<file path="src/rtl/oam_dma_pkg.sv">
// Shared constants and state encoding for the sprite (OAM) DMA engine.
package oam_dma_pkg;

  localparam int unsigned REG_WIDTH       = 8;
  localparam int unsigned ADDR_WIDTH      = 16;
  localparam int unsigned OAM_BYTES       = 256;
  localparam int unsigned DMA_STATE_WIDTH = 3;

  localparam logic [ADDR_WIDTH-1:0] DMA_TRIG_ADDR = 16'h4014;

  localparam logic [DMA_STATE_WIDTH-1:0] DMA_ST_IDLE  = 3'd0;
  localparam logic [DMA_STATE_WIDTH-1:0] DMA_ST_HALT  = 3'd1;
  localparam logic [DMA_STATE_WIDTH-1:0] DMA_ST_ALIGN = 3'd2;
  localparam logic [DMA_STATE_WIDTH-1:0] DMA_ST_READ  = 3'd3;
  localparam logic [DMA_STATE_WIDTH-1:0] DMA_ST_WRITE = 3'd4;

  typedef enum logic [DMA_STATE_WIDTH-1:0] {
    ST_IDLE  = DMA_ST_IDLE,
    ST_HALT  = DMA_ST_HALT,
    ST_ALIGN = DMA_ST_ALIGN,
    ST_READ  = DMA_ST_READ,
    ST_WRITE = DMA_ST_WRITE
  } dma_state_e;

endpackage

</file>
<file path="src/rtl/oam_dma.sv">
// Sprite DMA: a CPU write to TRIG_ADDR halts the CPU and copies one page of
// mem into OAM using the alternating read/write cadence (513/514 cycles).
module oam_dma
  import oam_dma_pkg::*;
#(
  parameter int unsigned             PAGE_BYTES = OAM_BYTES,
  parameter logic [ADDR_WIDTH-1:0]   TRIG_ADDR  = DMA_TRIG_ADDR
) (
  input  logic                  clk,
  input  logic                  reset_n,
  input  logic                  cpu_we,
  input  logic [ADDR_WIDTH-1:0] cpu_addr,
  input  logic [REG_WIDTH-1:0]  cpu_din,
  input  logic [REG_WIDTH-1:0]  mem_dout,
  output logic                  cpu_halt,
  output logic [ADDR_WIDTH-1:0] mem_addr,
  output logic                  mem_we,
  output logic                  oam_we,
  output logic [7:0]            oam_addr,
  output logic [REG_WIDTH-1:0]  oam_din
);

  localparam logic [7:0] LAST_IDX = 8'(PAGE_BYTES - 1);

  dma_state_e            state_q, state_d;
  logic [7:0]            idx_q, idx_d;
  logic [REG_WIDTH-1:0]  page_q, page_d;
  logic                  phase_q;
  logic                  cpu_halt_q, cpu_halt_d;
  logic [ADDR_WIDTH-1:0] mem_addr_q, mem_addr_d;
  logic                  oam_we_q, oam_we_d;
  logic [7:0]            oam_addr_q, oam_addr_d;

  // Next state plus Moore outputs decoded from the next state, so the
  // registered outputs always match the state register.
  always_comb begin
    state_d    = state_q;
    idx_d      = idx_q;
    page_d     = page_q;
    cpu_halt_d = 1'b0;
    mem_addr_d = '0;
    oam_we_d   = 1'b0;
    oam_addr_d = '0;

    unique case (state_q)
      ST_IDLE: begin
        if (cpu_we && (cpu_addr == TRIG_ADDR)) begin
          page_d  = cpu_din;
          idx_d   = '0;
          state_d = ST_HALT;
        end
      end
      ST_HALT:  state_d = phase_q ? ST_ALIGN : ST_READ;
      ST_ALIGN: state_d = ST_READ;
      ST_READ:  state_d = ST_WRITE;
      ST_WRITE: begin
        if (idx_q == LAST_IDX) begin
          state_d = ST_IDLE;
        end else begin
          idx_d   = idx_q + 8'd1;
          state_d = ST_READ;
        end
      end
      default:  state_d = ST_IDLE;
    endcase

    cpu_halt_d = (state_d != ST_IDLE);
    if (state_d == ST_READ) begin
      mem_addr_d = ADDR_WIDTH'({page_d, idx_d});
    end
    if (state_d == ST_WRITE) begin
      oam_we_d   = 1'b1;
      oam_addr_d = idx_d;
    end
  end

  // State, datapath and output registers; phase toggles every clock.
  always_ff @(posedge clk or negedge reset_n) begin
    if (!reset_n) begin
      state_q    <= ST_IDLE;
      idx_q      <= '0;
      page_q     <= '0;
      phase_q    <= 1'b0;
      cpu_halt_q <= 1'b0;
      mem_addr_q <= '0;
      oam_we_q   <= 1'b0;
      oam_addr_q <= '0;
    end else begin
      state_q    <= state_d;
      idx_q      <= idx_d;
      page_q     <= page_d;
      phase_q    <= ~phase_q;
      cpu_halt_q <= cpu_halt_d;
      mem_addr_q <= mem_addr_d;
      oam_we_q   <= oam_we_d;
      oam_addr_q <= oam_addr_d;
    end
  end

  assign cpu_halt = cpu_halt_q;
  assign mem_addr = mem_addr_q;
  assign mem_we   = 1'b0;
  assign oam_we   = oam_we_q;
  assign oam_addr = oam_addr_q;
  // mem data arrives registered during WRITE; pass it straight to OAM.
  assign oam_din  = oam_we_q ? mem_dout : '0;

endmodule

</file>
<file path="config.mk">
export PLATFORM = sky130hd
export DESIGN_NAME = oam_dma
export DESIGN_NICKNAME = d
export VERILOG_FILES = /design/src/rtl/oam_dma_pkg.sv /design/src/rtl/oam_dma.sv
export SDC_FILE = /design/constraint.sdc
export NUM_CORES = 1
export LEC_CHECK = 0
export ABC_AREA = 1
export BUFFER_PORTS_ARGS = -buffer_cell sky130_fd_sc_hd__buf_2
export CAP_MARGIN = 10
export CORE_AREA = 2 2 71 73
export CTS_CLUSTER_SIZE = 16
export DETAILED_ROUTE_END_ITERATION = 10
export DIE_AREA = 0 0 73 75
export GPL_TIMING_DRIVEN = 0
export PLACE_DENSITY_LB_ADDON = 0.08
export SLEW_MARGIN = 20
export SYNTH_ARGS = -nofsm -noshare
export SYNTH_HDL_FRONTEND = slang
export SYNTH_SLANG_ARGS = --single-unit
</file>
<file path="constraint.sdc">
create_clock -name clk -period 1.3 [get_ports clk]
set_input_delay 0.195 -clock clk [delete_from_list [all_inputs] [get_ports clk]]
set_output_delay 0.195 -clock clk [all_outputs]
set_load 0.005 [all_outputs]
</file>
==> impl_metrics.csv, run 1 <==
group,metric,value,unit
outcome,status,"complete, but fails checks",
outcome,violations,"setup timing",
global_route,antenna_found_initial,0,
clock_tree,htree_levels,2,
layout,syn_to_final_growth,44.5,%
clock_tree,clk_latency,0.29,ns
worst_setup_path,crit_fanout,3,
power,p_leak,1.64,nW
power,vdd_drop_max,0.601,mV
worst_setup_path,critPathBufInv,2,
placed_design,place_hpwl,2870,microns
clock_tree,cts_tree,"built",
logic_synthesis,synth.top_cell.area_share,55.7,%
drt,drt_pre_antenna_iters,4,
layout,multiInputGateArea,860,sq um
clock_tree,clockRootBuffer,"clkbuf_8",
timing,rsz0062_at_grt,"yes",
worst_setup_path,cp-start-kind,"register",
logic_synthesis,post-synth-top-area-cell,"dfrtp_1",
placed_design,portBuffers,68,
clock_tree,clkSlewWorstSetupHoldPaths,0.09,ns
drt,antenna_left,0,
timing,finalCritPeriodShare,113,%
logic_synthesis,synth_cell_types,27,
floorplan,dieArea,0.00548,sq mm
logic_synthesis,synth_area_leaders,"dfrtp_1, nand2_1, inv_1",
power,comb_power_share,4.1,%
worst_hold_path,hp-start,"cpu_din[1]",
power,p_sw_share,19.4,%
worst_setup_path,worstPathArrival,1.68,ns
global_route,grt_max_degree,47,
logic_synthesis,synthTopCellsByCount,"dfrtp_1, nand2_1, inv_1",
global_route,globalRouteTotalUtil,17.1,%
logic_synthesis,yosysSeqAreaShare,55.7,%
timing,period_needed,1.47,ns
clock_tree,cts.path.max_buffers,2,
timing,worstMarginPinSlew,0.566,ns
worst_setup_path,path_common_cell,"nor2_4",
worst_setup_path,critPathRequiredTime,1.51,ns
worst_setup_path,path_cells,"nor2_4 -> inv_4 -> nor2_4 -> nand4_4 -> buf_4 -> nand2_1 -> o21ai_4 -> nor2_1",
logic_synthesis,synth-seq-cells,46,
power,switchingPower,495,uW
placed_design,place.gp.congestion,0.820,
timing,slew_violations,0,
clock_tree,clock_sinks,46,
timing,clock.fmax,682,MHz
worst_hold_path,min_to,"page_q[1]",
worst_setup_path,crit_type,"reg -> reg",
global_route,grt_overflow_total,0,
worst_setup_path,max_stage_delay,0.43,ns
logic_synthesis,yosys_most_used_dff,"dfrtp_1",
layout,drive_above_1_share,49.8,%
power,pwr-share-seq,56.1,%
layout,layout.nets,366,
worst_setup_path,crit_slowest_cell,"dfrtp_1",
power,powerDensity,853,mW/mm^2
timing,slew_headroom,62.3,%
drt,viasPerCell,4.70,
drt,vias,1811,
timing,finalSetupViolCount,43,
global_route,grt_pass1_vias,1658,
clock_tree,cts_buffers,5,
layout,regArea,0.00115,sq mm
global_route,grt_pass1_wl,7100,microns
drt,wl,4860,microns
worst_setup_path,r2r-start,"state_q[1]",
logic_synthesis,synth_area,0.00207,sq mm
logic_synthesis,syn_avg_cell_area,8.94,sq um
floorplan,die-width,73,microns
worst_hold_path,hold-path-cell-count,3,
worst_hold_path,hp-class,"in -> reg",
logic_synthesis,synth_cells,231,
drt,detail_route.iter0.violations,101,
power,pwr-share-clk,39.8,%
drt,drc,0,
timing,fin_skew,0.0111,ns
floorplan,core,0.00466,sq mm
floorplan,die_h,75,microns
worst_setup_path,rr_worst_depth,8,
timing,hold_violations,0,
logic_synthesis,synth_warnings,0,
worst_setup_path,crit_family,"simple AND/OR/NAND/NOR gates",
floorplan,start_util,44.3,%
worst_setup_path,r2r-end,"mem_addr[10]",
layout,fill_cells,382,
timing,hold_slack,0.124,ns
worst_setup_path,r2r_slack,-0.17,ns
floorplan,io_pins,70,
logic_synthesis,async_flop_share,100,%
drt,wire_per_inst,12.6,microns
timing,layout_setup_ws,-0.167,ns
worst_setup_path,worst_setup_path_end_kind,"register",
flow_run,maxCapViolCount,0,
power,p_int,2.05,mW
logic_synthesis,synth-edff-count,0,
layout,num_antenna_cells,0,
placed_design,preCtsSetupSlack,-0.281,ns
logic_synthesis,syn-num-nets,267,
floorplan,fp-row-count,25,
[through the flow]
stage	power, mW	cells	setup TNS, ns	util, %	area (sq um)
2_1_floorplan	1.48	231	-1.02	-	2070
3_3_place_gp	1.56	353	-6.47	53.2	2480
3_5_place_dp	1.56	353	-7.02	53.2	2480
4_1_cts	2.57	376	-3.71	59.4	2770
5_1_grt	2.66	385	-7.36	64.0	2980
6_report	2.55	385	-5.04	64.0	2980
[power by group through the flow]
stage          combinational, mW  sequential, mW  clock [mW]
2_1_floorplan             0.0177            1.46           0
3_3_place_gp               0.101            1.46           0
3_5_place_dp               0.103            1.46           0
4_1_cts                    0.103            1.43        1.04
5_1_grt                    0.121            1.43        1.11
6_report                   0.104            1.43        1.01
[sequential cells by signal, indices dropped and copies added (netlist names)]
signal,count
mem_addr,16
idx_q,8
oam_addr,8
page_q,8
state_q,3
cpu_halt,1
oam_we,1
phase_q,1
[cells by family (layout without fill, tap and decap cells)]
| kind of cell | after synthesis | in the layout | synth area share [%] |
|---|---|---|---|
| compound gates | 20 | 20 | 6.60 |
| fa+ha+maj | 1 | 1 | 0.606 |
| buf+inv | 51 | 151 | 10.3 |
| flops | 46 | 46 | 55.7 |
| other cells | 1 | 1 | 0.182 |
| simple gates | 112 | 112 | 26.6 |
[worst register-to-register path, stage by stage, from the launching register on]
cell,delay [ns]
dfrtp_1,0.43
nor2_4,0.13
inv_4,0.07
nor2_4,0.15
nand4_4,0.15
buf_4,0.18
nand2_1,0.10
o21ai_4,0.08
nor2_1,0.10
[area by class of cell]
| class | count | area share [%] |
|---|---|---|
| Timing Repair Buffer | 93 | 19.3 |
| Clock inverter | 1 | 1.01 |
| Inverter | 47 | 6.21 |
| Sequential cell | 46 | 38.6 |
| Tap cell | 54 | 2.26 |
| Clock buffer | 7 | 2.56 |
| Multi-Input combinational cell | 134 | 28.8 |
| Buffer | 3 | 1.26 |
[worst max path at each step]
stage / from / to / slack, ns / cells after the start
final: state_q[1] / mem_addr[10] / -0.17 / 8
after detailed placement: idx_q[0] / state_q[0] / -0.28 / 9
after CTS: idx_q[0] / oam_addr[0] / -0.15 / 9
after floorplan: idx_q[0] / oam_addr[0] / -0.07 / 9
after global placement: idx_q[0] / state_q[0] / -0.28 / 9
after global routing: state_q[1] / mem_addr[10] / -0.23 / 8
[metal layers]
layer	track usage (%)	vias to the layer above	wire, microns
li1	-	895	-
met1	20.1	833	1920
met2	29.6	73	2530
met3	4.02	10	293
met4	7.82	0	116
met5	0	-	0
[layout by cell type, fill, tap and decap left out, types with 2 or more instances in the layout]
cell type  instances
nor2_1            29
nand4_4            2
o21ai_4            2
nand4_1            4
buf_8              2
clkbuf_1           2
buf_4             18
inv_1             34
o21ai_2           10
or2_1              2
nand3_1            8
nand2_1           36
buf_6              7
nand3_2            6
nor2_2             6
inv_2              9
nand3_4            2
clkbuf_8           5
dfrtp_1           46
inv_4              3
nand2_2            9
buf_2             67
nand2_4            2
a21oi_2            5
nor2_4             3
[what timing repair did]
action                                  4_1_cts  5_1_grt
pin swaps                                    11       17
hold buffers                                  0        1
gates resized for setup                      17       33
endpoints found under the setup margin       47       43
buffers inserted                             16        7
gates cloned                                  0        1
hold endpoints to repair                      0       46
No activity file was read; power rests on OpenSTA's default activity.
==> inputs of run 2 (changes only) <==
--- a/config.mk
+++ b/config.mk
@@ -7,13 +7,14 @@
 export LEC_CHECK = 0
 export ABC_AREA = 1
 export BUFFER_PORTS_ARGS = -buffer_cell sky130_fd_sc_hd__buf_2
-export CAP_MARGIN = 10
+export CAP_MARGIN = 25
 export CORE_AREA = 2 2 71 73
 export CTS_CLUSTER_SIZE = 16
 export DETAILED_ROUTE_END_ITERATION = 10
 export DIE_AREA = 0 0 73 75
 export GPL_TIMING_DRIVEN = 0
 export PLACE_DENSITY_LB_ADDON = 0.08
+export REMOVE_ABC_BUFFERS = 1
 export SLEW_MARGIN = 20
 export SYNTH_ARGS = -nofsm -noshare
 export SYNTH_HDL_FRONTEND = slang
==> impl_metrics.csv, run 2 (synthesized netlist as in run 1, its figures left out) <==
group,metric,value,unit
floorplan,io_pins,70,
drt,vias,1787,
power,pwr-share-seq,55.2,%
placed_design,place.gp.congestion,0.813,
worst_setup_path,critPathBufInv,1,
timing,fin_skew,0.0118,ns
worst_setup_path,worstPathArrival,1.69,ns
placed_design,portBuffers,68,
timing,finalSetupViolCount,42,
worst_setup_path,crit_type,"reg -> reg",
floorplan,core,0.00466,sq mm
worst_setup_path,critPathRequiredTime,1.49,ns
global_route,globalRouteTotalUtil,18.3,%
global_route,antenna_found_initial,0,
floorplan,dieArea,0.00548,sq mm
global_route,grt_max_degree,47,
clock_tree,cts_tree,"built",
layout,finalNonFillerCells,380,
placed_design,place_area,0.00244,sq mm
clock_tree,clock_sinks,46,
drt,wire_per_inst,12.7,microns
drt,wl,4830,microns
floorplan,die-width,73,microns
global_route,grt_pass1_vias,1673,
timing,slew_headroom,62.3,%
placed_design,dp_cells,349,
layout,drive_above_1_share,51.2,%
layout,syn_to_final_growth,48.6,%
worst_setup_path,max_stage_delay,0.42,ns
drt,drc,0,
outcome,violations,"setup timing",
layout,stdcell_area,0.00307,sq mm
timing,worstMarginPinSlew,0.565,ns
timing,finalCritPeriodShare,115,%
worst_setup_path,crit_family,"simple AND/OR/NAND/NOR gates",
drt,antenna_left,0,
layout,fin_util,65.9,%
power,powerDensity,844,mW/mm^2
outcome,status,"complete, but fails checks",
timing,hold_violations,0,
power,comb_power_share,4.1,%
clock_tree,clk_latency,0.31,ns
power,p_leak,1.63,nW
worst_setup_path,path_common_cell,"nand2_4",
timing,rsz0062_at_grt,"yes",
timing,period_needed,1.50,ns
power,pwr-share-clk,40.7,%
worst_setup_path,r2r_slack,-0.20,ns
clock_tree,clkSlewWorstSetupHoldPaths,0.08,ns
power,p_int,2.05,mW
drt,drt_pre_antenna_iters,4,
timing,layout_setup_ws,-0.198,ns
global_route,grt_overflow_total,0,
clock_tree,clockRootBuffer,"clkbuf_8",
worst_setup_path,crit_slowest_cell,"dfrtp_1",
timing,clock.fmax,667,MHz
layout,layout.nets,361,
floorplan,die_h,75,microns
clock_tree,cts.path.max_buffers,2,
worst_setup_path,crit_fanout,8,
timing,slew_violations,0,
worst_setup_path,worst_setup_path_end_kind,"register",
drt,viasPerCell,4.70,
floorplan,start_util,44.3,%
layout,fill_cells,385,
clock_tree,htree_levels,2,
layout,final_common_cell,"buf_2",
power,vdd_drop_max,0.676,mV
floorplan,fp-row-count,25,
worst_setup_path,cp-start-kind,"register",
clock_tree,cts_buffers,5,
flow_run,maxCapViolCount,0,
timing,tns,-6.03,ns
power,switchingPower,541,uW
worst_hold_path,hp-class,"in -> reg",
global_route,grt_pass1_wl,7540,microns
placed_design,place_hpwl,2790,microns
power,p_sw_share,20.9,%
drt,detail_route.iter0.violations,63,
worst_setup_path,path_cells,"ha_4 -> nand2_4 -> nor2_4 -> nand2_4 -> nand2_8 -> inv_4 -> or2_1 -> nand2_2 -> nor2_1",
layout,num_antenna_cells,0,
layout,mostFrequentLayoutCells,"buf_2, dfrtp_1, inv_1, nand2_1, nor2_1",
layout,largest_reg_flops,16,
run 2: what timing repair did:
item	CTS	global route
cloned	3	0
hold buffers	0	1
setup buffers	14	5
setup endpoints to repair	41	42
endpoints found under the hold margin	0	46
resized for setup	44	34
pin swaps	19	13
run 2: worst paths after layout:
path                            start          end  depth (start not counted)
max                          idx_q[1]  oam_addr[0]                          9
min                        cpu_din[2]    page_q[2]                          3
max reg2reg                  idx_q[1]  oam_addr[0]                          9
min reg2reg                   phase_q      phase_q                          1
max in group asynchronous     reset_n     idx_q[0]                          2
min in group asynchronous     reset_n  oam_addr[5]                          2
run 2: per-stage QoR:
| step | hold WS, ns | setup slack (ns) | power [mW] |
|---|---|---|---|
| after floorplan | -0.101 | -0.117 | 1.47 |
| after global placement | 0.401 | -0.307 | 1.56 |
| after detailed placement | 0.399 | -0.342 | 1.56 |
| after CTS | 0.0993 | -0.158 | 2.61 |
| after global routing | 0.130 | -0.304 | 2.67 |
| final | 0.121 | -0.198 | 2.59 |
run 2: final cells by class:
class | instances | area, sq um | area share (%)
clock buffer | 6 | 72.6 | 2.36
clock inverter | 2 | 37.5 | 1.22
multi-input combinational | 134 | 946 | 30.8
inverter | 47 | 190 | 6.20
tap | 54 | 67.6 | 2.20
sequential | 46 | 1150 | 37.5
timing repair inverter | 2 | 31.3 | 1.02
timing repair buffer | 89 | 572 | 18.6
run 2: tightest hold or removal path, cell delays in order:
cell,delay [ns]
buf_2,0.10
o21ai_4,0.06
inv_2,0.04
run 2: power by group through the flow:
| stage | registers (mW) | clock network [mW] | logic [mW] |
|---|---|---|---|
| after floorplan | 1.46 | 0 | 0.0155 |
| after global placement | 1.46 | 0 | 0.0992 |
| after detailed placement | 1.46 | 0 | 0.100 |
| after CTS | 1.43 | 1.08 | 0.106 |
| after global routing | 1.43 | 1.12 | 0.122 |
| final | 1.43 | 1.05 | 0.106 |
run 2: layer usage:
metal / track usage [%] / vias up / routed length, microns
met5: 0 / - / 0
met4: 9.67 / 0 / 148
met3: 4.15 / 16 / 329
met2: 31.1 / 78 / 2450
met1: 21.7 / 807 / 1910
li1: - / 886 / -
==> inputs of run 3 (changes only) <==
--- a/config.mk
+++ b/config.mk
@@ -8,14 +8,14 @@
 export ABC_AREA = 1
 export BUFFER_PORTS_ARGS = -buffer_cell sky130_fd_sc_hd__buf_2
 export CAP_MARGIN = 25
-export CORE_AREA = 2 2 71 73
+export CORE_AREA = 2 2 86 88
 export CTS_CLUSTER_SIZE = 16
 export DETAILED_ROUTE_END_ITERATION = 10
-export DIE_AREA = 0 0 73 75
+export DIE_AREA = 0 0 88 90
 export GPL_TIMING_DRIVEN = 0
 export PLACE_DENSITY_LB_ADDON = 0.08
 export REMOVE_ABC_BUFFERS = 1
-export SLEW_MARGIN = 20
+export SLEW_MARGIN = 5
 export SYNTH_ARGS = -nofsm -noshare
 export SYNTH_HDL_FRONTEND = slang
 export SYNTH_SLANG_ARGS = --single-unit
==> impl_metrics.csv, run 3 (synthesized netlist as in run 1, its figures left out) <==
group,metric,value,unit
layout,drive_above_1_share,42.9,%
worst_setup_path,crit_type,"reg -> reg",
worst_hold_path,hp-start,"cpu_din[3]",
placed_design,place_hpwl,2990,microns
power,power.total,2.44,mW
floorplan,io_pins,70,
timing,rsz0062_at_grt,"yes",
power,vdd_drop_max,0.624,mV
placed_design,place_area,0.00252,sq mm
floorplan,dieArea,0.00792,sq mm
clock_tree,cts.path.max_buffers,2,
global_route,antenna_found_initial,0,
layout,multiInputGateArea,813,sq um
floorplan,die_h,90,microns
floorplan,core,0.00702,sq mm
floorplan,die-width,88,microns
layout,fin_util,41.0,%
layout,layout.nets,354,
timing,finalCritPeriodShare,114,%
timing,fin_skew,0.00489,ns
global_route,grt_pass1_vias,1793,
placed_design,portBuffers,68,
worst_setup_path,path_common_cell,"nand2_2",
worst_setup_path,r2r-end,"oam_addr[0]",
drt,wl,4530,microns
worst_setup_path,worstPathArrival,1.67,ns
clock_tree,htree_levels,2,
layout,num_antenna_cells,0,
worst_setup_path,r2r_slack,-0.18,ns
global_route,busiest_layer,"met2",
layout,final_common_cell,"buf_2",
drt,vias,1741,
worst_hold_path,min_to,"page_q[3]",
clock_tree,cts_buffers,5,
power,p_leak,1.55,nW
worst_hold_path,hp-class,"in -> reg",
worst_setup_path,critPathRequiredTime,1.49,ns
worst_setup_path,crit_fanout,7,
outcome,status,"complete, but fails checks",
layout,regArea,0.00115,sq mm
global_route,grt_pass1_wl,7830,microns
drt,drt_pre_antenna_iters,4,
timing,tns,-4.93,ns
layout,mostFrequentLayoutCells,"buf_2, dfrtp_1, nand2_1, inv_1, nor2_1",
worst_setup_path,crit_slowest_cell,"dfrtp_1",
timing,clock.fmax,677,MHz
clock_tree,clk_latency,0.30,ns
worst_setup_path,r2r-start,"idx_q[0]",
outcome,violations,"setup timing",
worst_setup_path,cp-start-kind,"register",
flow_run,maxCapViolCount,0,
layout,largest_reg_flops,16,
layout,fill_cells,717,
worst_setup_path,rr_worst_depth,9,
layout,stdcell_area,0.00288,sq mm
worst_hold_path,hold-path-cell-count,3,
clock_tree,clockRootBuffer,"clkbuf_8",
global_route,grtUsageMet2,20.1,%
global_route,grt_max_degree,31,
timing,finalSetupViolCount,41,
drt,detail_route.iter0.violations,68,
timing,hold_slack,0.111,ns
worst_setup_path,path_cells,"ha_2 -> nand2_2 -> nor2_4 -> nand2_4 -> nand2_8 -> inv_4 -> or2_1 -> nand2_2 -> nor2_1",
drt,antenna_left,0,
timing,hold_violations,0,
worst_setup_path,worst_setup_path_end_kind,"register",
drt,viasPerCell,4.17,
timing,slew_violations,0,
layout,syn_to_final_growth,39.3,%
floorplan,start_util,29.4,%
power,powerDensity,849,mW/mm^2
placed_design,place.gp.congestion,0.777,
global_route,grt_util_met3,4.50,%
global_route,grt_use_met1,15.5,%
drt,drc,0,
floorplan,fp-row-count,31,
timing,period_needed,1.48,ns
timing,layout_setup_ws,-0.178,ns
drt,wire_per_inst,10.8,microns
global_route,grt_overflow_total,0,
clock_tree,clkSlewWorstSetupHoldPaths,0.08,ns
global_route,globalRouteTotalUtil,12.5,%
clock_tree,clock_sinks,46,
clock_tree,cts_tree,"built",
worst_setup_path,max_stage_delay,0.39,ns
==> run 3: changes by cell type in the layout (fill, tap and decap cells not counted), moves of 2 or more <==
cell / before / now
nand2_1: 28 / 37
nand2_2: 17 / 9
buf_6: 7 / 1
nor2_1: 26 / 32
nor2_4: 8 / 3
o21ai_4: 9 / 6
a21oi_1: 3 / 5
a21oi_2: 3 / 1
inv_1: 35 / 37
inv_2: 8 / 6
inv_8: 2 / 0
nand3_1: 10 / 12
o21ai_1: 1 / 3
==> run 3: report_power, final <==
part	internal, mW	switching, mW	leakage [nW]
clock	0.430	0.471	0.0482
combinational	0.0501	0.0617	1.00
sequential	1.43	0	0.497
==> run 3: timing repair <==
action / 4_1_cts / 5_1_grt
cloned: 1 / 0
pin swaps: 13 / 4
hold buffers: 1 / 0
resized for setup: 19 / 13
endpoints found under the setup margin: 41 / 49
endpoints found under the hold margin: 16 / 0
setup buffers: 11 / 2
==> run 3: worst max path at each step <==
stage	startpoint	end	slack (ns)	cells after the start
floorplan	idx_q[0]	mem_addr[0]	-0.12	9
global route	idx_q[0]	oam_addr[4]	-0.27	9
global placement	idx_q[0]	mem_addr[3]	-0.35	8
finish	idx_q[0]	oam_addr[0]	-0.18	9
detailed placement	idx_q[0]	state_q[0]	-0.36	8
CTS	idx_q[0]	oam_addr[0]	-0.16	9
==> run 3: metrics by stage <==
stage	std cells	worst slack [ns]
2_1_floorplan	227	-0.117
3_3_place_gp	394	-0.346
3_5_place_dp	395	-0.362
4_1_cts	416	-0.164
5_1_grt	418	-0.266
6_report	418	-0.178
==> run 3: area by class of cell <==
type / count / area share (%)
clock inverters: 1 / 0.174
well taps: 99 / 4.30
repair inverters: 1 / 0.565
repair buffers: 83 / 16.8
clock buffers: 7 / 3.00
flip-flops and latches: 46 / 40.0
multi-input cells: 134 / 28.3
inverters: 47 / 6.83
==> run 3: worst max-delay path: cells and delay by family (launching register included) <==
kind | cells | cell delay [ns]
adder cells (fa/ha/maj) | 1 | 0.20
buffers and inverters | 1 | 0.04
flip-flops | 1 | 0.39
AND/OR/NAND/NOR | 7 | 0.74
==> run 3: layer usage <==
| layer | routed length [microns] | up-vias |
|---|---|---|
| met2 | 2180 | 48 |
| met3 | 261 | 10 |
| met4 | 72 | 0 |
| met1 | 2010 | 813 |
| li1 | - | 870 |
| met5 | 0 | - |
